`src/rtl/button_events_pkg.sv`:
```
// Shared types and default 12 MHz timing constants for button_events.
package button_events_pkg;

    typedef enum logic [2:0] {
        IDLE  = 3'd0,
        DOWN1 = 3'd1,
        WAIT2 = 3'd2,
        DOWN2 = 3'd3,
        LONG  = 3'd4
    } state_t;

    localparam int unsigned DEF_COUNT_SIZE   = 24;
    localparam logic [23:0] DEF_LONG_LIMIT   = 24'd12000000;
    localparam logic [23:0] DEF_DOUBLE_LIMIT = 24'd3000000;
    localparam logic [23:0] DEF_REPEAT_LIMIT = 24'd2400000;

    function automatic logic is_held(input state_t s);
        return (s == DOWN1) || (s == DOWN2) || (s == LONG);
    endfunction

endpackage

```
`src/rtl/event_timer.sv`:
```
// Clear/enable timeout counter; saturates at all-ones, done on count == limit-1.
module event_timer #(
    parameter int unsigned COUNT_SIZE = 24
) (
    input  logic                  clock,
    input  logic                  reset,
    input  logic                  clear,
    input  logic                  enable,
    input  logic [COUNT_SIZE-1:0] limit,
    output logic                  done
);

    logic [COUNT_SIZE-1:0] count;

    always_ff @(posedge clock or posedge reset) begin
        if (reset) begin
            count <= '0;
        end else if (clear) begin
            count <= '0;
        end else if (enable && (count != '1)) begin
            count <= count + COUNT_SIZE'(1);
        end
    end

    assign done = (count == (limit - COUNT_SIZE'(1)));

endmodule

```
`src/rtl/button_events.sv`:
```
// Decodes a debounced button level into press/release/click/double/long pulses.
// Optional autorepeat in LONG: define BUTTON_EVENTS_AUTOREPEAT_EN.
module button_events
    import button_events_pkg::*;
#(
    parameter int unsigned          COUNT_SIZE   = DEF_COUNT_SIZE,
    parameter logic [COUNT_SIZE-1:0] LONG_LIMIT   = DEF_LONG_LIMIT,
    parameter logic [COUNT_SIZE-1:0] DOUBLE_LIMIT = DEF_DOUBLE_LIMIT,
    parameter logic [COUNT_SIZE-1:0] REPEAT_LIMIT = DEF_REPEAT_LIMIT
) (
    input  logic clock,
    input  logic reset,
    input  logic button,
    output logic press,
    output logic release_pulse,
    output logic click,
    output logic double_click,
    output logic long_press,
    output logic repeat_pulse,
    output logic held
);

    if ((LONG_LIMIT < COUNT_SIZE'(2)) || (DOUBLE_LIMIT < COUNT_SIZE'(2)) ||
        (REPEAT_LIMIT < COUNT_SIZE'(2))) begin : g_bad_limit
        $error("button_events: every limit must be >= 2");
    end

    state_t state;
    state_t nxt;
    logic   button_q;
    logic   rise;
    logic   fall;
    logic   t_done;
    logic   rep_n;
    logic   press_n;
    logic   rel_n;
    logic   click_n;
    logic   dbl_n;
    logic   long_n;
    logic [COUNT_SIZE-1:0] limit;

    assign rise  = button & ~button_q;
    assign fall  = ~button & button_q;
    assign limit = (state == WAIT2) ? DOUBLE_LIMIT : LONG_LIMIT;

    // Any state change restarts the timeout from zero.
    event_timer #(.COUNT_SIZE(COUNT_SIZE)) u_timer (
        .clock  (clock),
        .reset  (reset),
        .clear  (nxt != state),
        .enable (1'b1),
        .limit  (limit),
        .done   (t_done)
    );

`ifdef BUTTON_EVENTS_AUTOREPEAT_EN
    logic r_done;
    logic r_clear;

    assign r_clear = (state != LONG) || (nxt != LONG) || r_done;
    assign rep_n   = (state == LONG) && !fall && r_done;

    event_timer #(.COUNT_SIZE(COUNT_SIZE)) u_repeat (
        .clock  (clock),
        .reset  (reset),
        .clear  (r_clear),
        .enable (1'b1),
        .limit  (REPEAT_LIMIT),
        .done   (r_done)
    );
`else
    assign rep_n = 1'b0;
`endif

    always_comb begin
        nxt     = state;
        press_n = 1'b0;
        rel_n   = 1'b0;
        click_n = 1'b0;
        dbl_n   = 1'b0;
        long_n  = 1'b0;
        unique case (state)
            IDLE: begin
                if (rise) begin
                    nxt     = DOWN1;
                    press_n = 1'b1;
                end
            end
            DOWN1: begin
                if (fall) begin
                    nxt   = WAIT2;
                    rel_n = 1'b1;
                end else if (t_done) begin
                    nxt    = LONG;
                    long_n = 1'b1;
                end
            end
            WAIT2: begin
                if (rise) begin
                    nxt     = DOWN2;
                    press_n = 1'b1;
                end else if (t_done) begin
                    nxt     = IDLE;
                    click_n = 1'b1;
                end
            end
            DOWN2: begin
                if (fall) begin
                    nxt   = IDLE;
                    rel_n = 1'b1;
                    dbl_n = 1'b1;
                end else if (t_done) begin
                    // First press already completed as a click.
                    nxt     = LONG;
                    click_n = 1'b1;
                    long_n  = 1'b1;
                end
            end
            LONG: begin
                if (fall) begin
                    nxt   = IDLE;
                    rel_n = 1'b1;
                end
            end
            default: nxt = IDLE;
        endcase
    end

    always_ff @(posedge clock or posedge reset) begin
        if (reset) begin
            state         <= IDLE;
            button_q      <= 1'b0;
            press         <= 1'b0;
            release_pulse <= 1'b0;
            click         <= 1'b0;
            double_click  <= 1'b0;
            long_press    <= 1'b0;
            repeat_pulse  <= 1'b0;
            held          <= 1'b0;
        end else begin
            state         <= nxt;
            button_q      <= button;
            press         <= press_n;
            release_pulse <= rel_n;
            click         <= click_n;
            double_click  <= dbl_n;
            long_press    <= long_n;
            repeat_pulse  <= rep_n;
            held          <= is_held(nxt);
        end
    end

endmodule

```
`config.mk`:
```
export PLATFORM = sky130hd
export DESIGN_NAME = button_events
export DESIGN_NICKNAME = d
export VERILOG_FILES = /design/src/rtl/button_events_pkg.sv /design/src/rtl/event_timer.sv /design/src/rtl/button_events.sv
export SDC_FILE = /design/constraint.sdc
export NUM_CORES = 1
export LEC_CHECK = 0
export CAP_MARGIN = 20
export CORE_MARGIN = 2
export CORE_UTILIZATION = 54
export DETAILED_ROUTE_END_ITERATION = 10
export PLACE_DENSITY = 0.73
export SLEW_MARGIN = 20
export SYNTH_ARGS = -nofsm -noshare
export SYNTH_HDL_FRONTEND = slang
export SYNTH_SLANG_ARGS = --single-unit
export TNS_END_PERCENT = 100
```
`constraint.sdc`:
```
create_clock -name clock -period 2.35 [get_ports clock]
set_clock_uncertainty 0.2 [all_clocks]
set_input_delay 0.3525 -clock clock [delete_from_list [all_inputs] [get_ports clock]]
set_output_delay 0.3525 -clock clock [all_outputs]
set_load 0.02 [all_outputs]
```
After elaboration in Yosys (flattened, before gate mapping)
Cells that the tools add are included.

storage, ports and cells
  word-level logic and storage cells = 53
  memory bits (writable) = 0
  memories = 0
  ROM bits = 0
  latch bits = 0
  output and inout bits = 7
  bits of input ports = 3
  register bits = 34

cells by class
  eq/ne operators = 10
  multiply operators = 0
  reductions and logical operators = 7
  bitwise logic cells = 4
  div/mod/pow operators = 0
  magnitude comparators = 0
  muxes and demuxes = 21
  add/sub/neg operators = 2
  shift-type cells = 0

operators with widths
  cell                     count
  $mux W24                 3
  $add A24 B1 Y24 const B  1
  $eq A24 B24 Y1           1
  $ne A24 B24 Y1 const B   1
  $sub A24 B1 Y24 const B  1
  $mux W3                  7
  $pmux W3 S5              1
  $eq A3 B2 Y1 const B     3
  $mux W1                  9
  $eq A3 B1 Y1 const B     2
  $eq A3 B3 Y1 const B     2
  $reduce_or A2 Y1         2
  $logic_not A3 Y1         1
  $ne A3 B3 Y1             1
  $reduce_or A3 Y1         1
  $and A1 B1 Y1            2
  $logic_or A1 B1 Y1       2
  $not A1 Y1               2
  $pmux W1 S2              1
  $reduce_bool A2 Y1       1

Logic depth before layout (Yosys ltp)
  word-level depth = 10
  gate-level depth with buffers = 7
  gate-level depth less buffers = 6

Hierarchy
Synthesis repeated with hierarchy kept, for this count alone.

unflattened totals
  cell total of the unflattened synthesis = 310
  area total of the unflattened synthesis = 2640.0 um2

by module, submodules not included
  module         times used  sequential area each (um2)  area each (um2)  cells each
  event_timer    1           600.6                       2158.3           258
  button_events  1           250.2                       481.7            52

Worst setup path before layout
No wires, ideal clock.

  path kind = register to register
  from = register u_timer.count[0]
  to = register u_timer.count[19]
  buffers on the path = 0
  cell stages (with the launch flop) = 7
  setup slack = 0.289 ns
  clock period less this slack = 2.061 ns
  data required time = 2.073 ns
  arrival = 1.784 ns
  setup time = 0.077 ns
  path through = dfrtp_1 > ha_1 > and4_2 > nand4_1 > nor2_2 > or4_1 > a21oi_1

on the way
  word-level cells in the longest chain between the ends = 6
  elaborated cells on any way between the ends = 13
  classes of those cells = add/sub: 1; eq/ne: 3; mux: 8; reduce/logical: 1

RTL lines
  item                                                   RTL line                                                         source
  start, declared                                        event_timer.sv:13                                                logic [COUNT_SIZE-1:0] count;
  start signal, assigned                                 event_timer.sv:21                                                count <= count + COUNT_SIZE'(1);
  $eq A24 B24 Y1                                         event_timer.sv:25                                                assign done = (count == (limit - COUNT_SIZE'(1)));
  $mux W3, on equally long branches                      button_events.sv:93, button_events.sv:112, button_events.sv:102
  $mux W3, on equally long branches                      button_events.sv:108, button_events.sv:90, button_events.sv:99
  $pmux W3 S5                                            button_events.sv:82                                              unique case (state)
  $ne A3 B3 Y1                                           button_events.sv:50                                              .clear (nxt != state),
  $mux W24 / $reduce_bool A2 Y1 (equally long branches)  -

Several ways; a longest one is shown, not always the timed one. The select of a mux whose other input is x is not followed.
A chain may end at the register's enable or synchronous reset.

Worst setup path in the final report
  from = register u_timer.count[6]
  to = register u_timer.count[23]

The elaborated chain is that of the path after synthesis.

==> flow_summary.json <==
{
  "rows": 21,
  "final_nets": 214,
  "fp.dieArea_sq_um": 3930,
  "status": "finished, final reports clean",
  "ir_worst_vdd_mv": 0.364,
  "vias_per_cell": 6.07,
  "clk_pin_slew_ps": 90,
  "p_switching_mw": 0.339,
  "num-fill-cells": 275,
  "ys_types": 48,
  "rsz0062_at_grt": "no",
  "num_vias": 1549,
  "initialDrtViolationCount": 79,
  "grt_overflow_total": 0,
  "power_density_nw_per_um2": 569,
  "pin_count": 10,
  "layout_common_cells": "34 x dfrtp_1, 25 x nor2_1, 12 x xor2_1, 10 x nand2_1, 10 x nor3_1",
  "maxSlewViolCount": 0,
  "cts_tree": "built",
  "synth_edf_count": 0,
  "fin_crit_sh": 0.937,
  "drc_errors": 0,
  "drive_gt1_frac": 0.120,
  "finalHoldViolCount": 0,
  "synth_top_area_frac": 0.457,
  "clock.fmax_mhz": 454,
  "hold_buffers": 0,
  "synthToLayoutAreaGrowth_pct": 11.3,
  "mostFrequentLayoutCell": "dfrtp_1",
  "syn_nets": 199,
  "worstMarginPinSlew_ps": 503,
  "place_hpwl_mm": 2.73,
  "cap_viol_max_count": 0,
  "grt_pass1_wl_mm": 6.89,
  "antenna_found_initial": 0,
  "p_sw_frac": 0.288,
  "worstSetupEndpointType": "register",
  "crit_required_ps": 2390,
  "crit_path_start_kind": "register",
  "max_slew_margin": 0.662,
  "slowest_stage": "nor4_1",
  "ys.flop_type": "dfrtp_1",
  "start_util": 0.562,
  "path_class": "reg2reg",
  "p_int_mw": 0.840,
  "synth-seq-area-share": 0.457,
  "seqPwrFrac": 0.581,
  "drt_pass1_iterations": 4,
  "clkLatencyLatePin_ps": 330,
  "wirelength_mm": 3.87,
  "yosys_warnings": 0,
  "ant_nets": 0,
  "die_width_microns": 62.7,
  "cp_max_fo": 6,
  "final.setup.tns_ps": 0,
  "cts_buffers": 5,
  "synth_area_leaders": "dfrtp_1 46%, xor2_1 5.6%, nor2_1 5.0%",
  "ys_ff_latch": 34,
  "design.core.area_sq_um": 3310,
  "gp_congestion": 0.840,
  "cts-htree-levels": 2,
  "cts_resized": 0,
  "die_h_microns": 62.7,
  "synthArstFlopShare": 1.00,
  "grt_max_degree": 35,
  "clockBufferDepth": 2,
  "path_cells": "nand4_1 -> nor4_1 -> nand3_1 -> o21ba_2 -> a211oi_1",
  "yosys.area.top_type": "dfrtp_1",
  "path_delay_family": "simple AND/OR/NAND/NOR gates",
  "p_comb_frac": 0.159,
  "crit_buf_inv": 0,
  "crit_arrival_ps": 2240,
  "cts.sinks": 34,
  "hold_ws_ps": 201,
  "globalRouteTotalUtil": 0.222,
  "io_buffers": 8,
  "leakage_nw": 0.867,
  "cts_setup_buffers": 0,
  "routedWlPerCell_microns": 15.2,
  "grt_pass1_vias": 1502,
  "avgSynthCellArea_sq_um": 9.55,
  "r2r_slack_ps": 150,
  "n_antenna_cell": 0,
  "power_frac_clock": 0.260,
  "postSynthCellCount": 195,
  "period_minus_slack_ps": 2200,
  "root_buffer": "clkbuf_4",
  "hold_path_class": "in2async",
  "cpPeakStageDelay_ps": 520,
  "netlist_area_sq_um": 1860,
  "setup_violations": 0
}
-- cells in the mapped netlist, types with 2 or more instances --
| cell | n |
|---|---|
| nand4_1 | 6 |
| nand3_1 | 9 |
| and3_1 | 4 |
| o211ai_1 | 5 |
| nor4_1 | 2 |
| nor2_1 | 25 |
| xnor2_1 | 3 |
| buf_6 | 2 |
| inv_1 | 5 |
| or4_1 | 2 |
| nand2_1 | 10 |
| and4b_2 | 2 |
| clkbuf_1 | 3 |
| o31ai_1 | 2 |
| xor2_1 | 12 |
| o2111ai_1 | 3 |
| and4_2 | 2 |
| nand2b_1 | 2 |
| a21oi_1 | 9 |
| and4_1 | 5 |
| a311oi_1 | 2 |
| o21ai_0 | 7 |
| nor3_1 | 10 |
| a31oi_1 | 4 |
| dfrtp_1 | 34 |
| nor3b_1 | 3 |
-- routing by layer --
| layer | track usage | wire length (microns) | part of all wire |
|---|---|---|---|
| met5 | 0 | 0 | 0 |
| met4 | 0.125 | 106 | 0.027 |
| met3 | 0.0450 | 200 | 0.052 |
| met1 | 0.307 | 1770 | 0.46 |
| met2 | 0.324 | 1790 | 0.46 |
-- final timing paths --
path,cells after the start,startpoint,to
setup reg to reg,5,u_timer.count[6]$_DFFE_PP0P_,u_timer.count[23]$_DFFE_PP0P_
hold reg to reg,1,state[2]$_DFF_PP0_,state[1]$_DFF_PP0_
setup / recovery,5,u_timer.count[6]$_DFFE_PP0P_,u_timer.count[23]$_DFFE_PP0P_
max in group asynchronous,3,reset,u_timer.count[4]$_DFFE_PP0P_
hold / removal,3,reset,state[1]$_DFF_PP0_
min in group clock,1,button,button_q$_DFF_PP0_
-- tightest hold or removal path: stages --
cell	delay (ps)
clkdlybuf4s50_1	390
inv_1	50
buf_4	370
-- cells by family after synthesis --
kind of cell,Yosys count,synth area share
other,1,0.00201
adder cells (fa/ha/maj),1,0.00672
AO/OA/AOI/OAI,37,0.140
XOR/XNOR,15,0.0706
AND/OR/NAND/NOR,93,0.281
flip-flops,34,0.457
multiplexers,1,0.00538
buffers and inverters,13,0.0376
-- sequential cells by signal (all words and copies together), names as in the netlist --
name           cells
u_timer.count     24
button_q           1
double_click       1
press              1
long_press         1
held               1
state              3
click              1
release_pulse      1
-- power groups by stage --
stage	Clock, mW	Combinational [mW]	Sequential (mW)
after floorplan	0	0.130	0.689
final	0.307	0.187	0.685
after CTS	0.322	0.189	0.682
after global routing	0.347	0.213	0.690
after detailed placement	0	0.189	0.692
after global placement	0	0.181	0.690
-- through the flow --
stage                     cell area (sq um)  setup WS (ps)  power (mW)   util  cells
final                                  2070            148        1.18  0.626    255
after detailed placement               2020           95.8       0.881  0.610    249
after global placement                 2020            173       0.871  0.610    249
after floorplan                        1860            289       0.819      -    195
after global routing                   2070           6.14        1.25  0.626    255
after CTS                              2070            147        1.19  0.626    255
-- final cells by class --
class | instances | area, sq um | share of cell area
inverter | 5 | 18.8 | 0.00906
multi-input combinational | 148 | 941 | 0.454
clock buffer | 6 | 51.3 | 0.0248
sequential | 34 | 851 | 0.411
tap | 46 | 57.6 | 0.0278
timing repair buffer | 16 | 153 | 0.0737
Note: power is estimated with default switching activity, not from simulation.
==> RTL change: new RTL, same flow settings <==
Register the output `click` once more, with the module's reset; this adds one clock of latency there. The other outputs are not delayed to match.
--- a/src/rtl/button_events.sv
+++ b/src/rtl/button_events.sv
@@ -21,2 +21,4 @@
 );
+
+    logic click_s0;
 
@@ -134,3 +136,3 @@
             release_pulse <= 1'b0;
-            click         <= 1'b0;
+            click_s0      <= 1'b0;
             double_click  <= 1'b0;
@@ -144,3 +146,3 @@
             release_pulse <= rel_n;
-            click         <= click_n;
+            click_s0      <= click_n;
             double_click  <= dbl_n;
@@ -152,2 +154,10 @@
 
+    always_ff @(posedge clock or posedge reset) begin
+        if (reset) begin
+            click <= '0;
+        end else begin
+            click <= click_s0;
+        end
+    end
+
 endmodule
Formal check against the unedited RTL: same outputs for any inputs over 10 cycles, from zero or initial values and one cycle with reset high; that may be too few to reach the edited logic, so the function may still have changed.
==> RTL change against the original RTL <==
- power grew 14%
- core utilization grew 1.3 points
- worst setup slack gained 27 ps
- cell count grew 1.2%
- count of clock-buffer cells in the layout is the same
- routed wire length grew 2.1%
- synthesized area grew 1.3%
- final area grew 2.9%
- sequential cell count grew 1
- critical endpoint is now u_timer.count[21]
==> RTL change: results (changes against the original RTL) <==
* Status: finished, final reports clean (unchanged)
* GRT Total Usage at 22.61% (was 22.16%)
* Synth top area cells: dfrtp_1 (46%), xor2_1 (5.6%), nor2_1 (5.0%) (unchanged)
* Cell Count, Final, Fillers Out at 258 (was 255)
* Setup WS post-layout at 174.3 ps (was 147.7 ps)
* Via/cell ratio at 6.074 (was 6.075)
* Hold/Removal Path Class: register to register (was input pin to async pin)
* Num Clock Sinks at 35 (was 34)
* Met2 wire length at 2041 µm (was 1785 µm)
* Largest net degree at the start of global routing at 36 (was 35)
* WL per Instance at 15.29 µm (was 15.16 µm)
* Placed Area at 2046 µm² (was 2021 µm²)
* NonClk Buf Share at 7.160% (was 7.367%)
* Worst-path fanout max at 4 (was 6)
* Clock latency on the worst-skew pair at 350 ps (was 330 ps)
* Syn Area/Cell at 9.627 µm² (was 9.548 µm²)
* Clock-cell share at 4.049% (was 2.476%)
* Relative slew slack at 62.01% (was 66.16%)
* Filler Cells Inserted at 294 (was 275)
* Most frequent cells after synthesis: dfrtp_1 (35), nor2_1 (25), xor2_1 (12), nand2_1 (10), nor3_1 (10) (was dfrtp_1 (34), nor2_1 (25), xor2_1 (12), nand2_1 (10), nor3_1 (10))
* Max VDD drop at 0.0004136 V (was 0.0003638 V)
* Share of cells above drive strength 1 at 12.74% (was 11.96%)
* Met3 usage at 5.893% (was 4.505%)
* Static leakage at 0.8996 nW (was 0.8666 nW)
* Worst slack at placement at 32.05 ps (was 95.78 ps)
* Placed insts at 250 (was 249)
* Largest registers: u_timer.count (24), state (3) (unchanged)
* RD Place Congestion at 0.8881 (was 0.8400)
* First-pass GRT wire length at 7065 µm (was 6886 µm)
* GRT met2 Usage at 39.49% (was 32.39%)
* Vias in the first global route at 1588 (was 1502)
* Power Dens Cells at 632.5 nW/µm² (was 569.1 nW/µm²)
* Hpwl dp at 2799 µm (was 2728 µm)
* Seq/Total Area, Yosys at 46.42% (was 45.70%)
* Fraction of area in registers at 41.08% (was 41.06%)
* Syn_nets at 200 (was 199)
* Worst Hold Slack at 170.1 ps (was 200.6 ps)
* Final nets at 215 (was 214)
* WL met3 at 161 µm (was 200 µm)
## RTL change: worst paths after layout
kind / start / end / depth (start not counted)
setup / recovery: u_timer.count[6] / u_timer.count[21] / 6
hold / removal: click_s0 / click / 0
setup reg to reg: u_timer.count[6] / u_timer.count[21] / 6
hold reg to reg: click_s0 / click / 0
max in group asynchronous: reset / u_timer.count[6] / 3
min in group asynchronous: reset / u_timer.count[11] / 3
## RTL change: cells by family (layout without fill, tap and decap cells)
logic type / count (synthesis) / after routing / synth area share [%]
simple gates: 93 / 93 / 27.72
xor+xnor: 15 / 15 / 6.963
flops: 35 / 35 / 46.42
fa+ha+maj: 1 / 1 / 0.6630
buf+inv: 13 / 29 / 3.713
mux: 1 / 1 / 0.5305
compound gates: 37 / 37 / 13.79
other cells: 1 / 1 / 0.1987
## RTL change: power by group
group	total [W]	internal, W	switching [W]	leakage (nW)
Combinational	0.000187	0.0000775	0.000109	0.379
Clock	0.000461	0.000251	0.000210	0.0482
Sequential	0.000701	0.000644	0.0000565	0.473
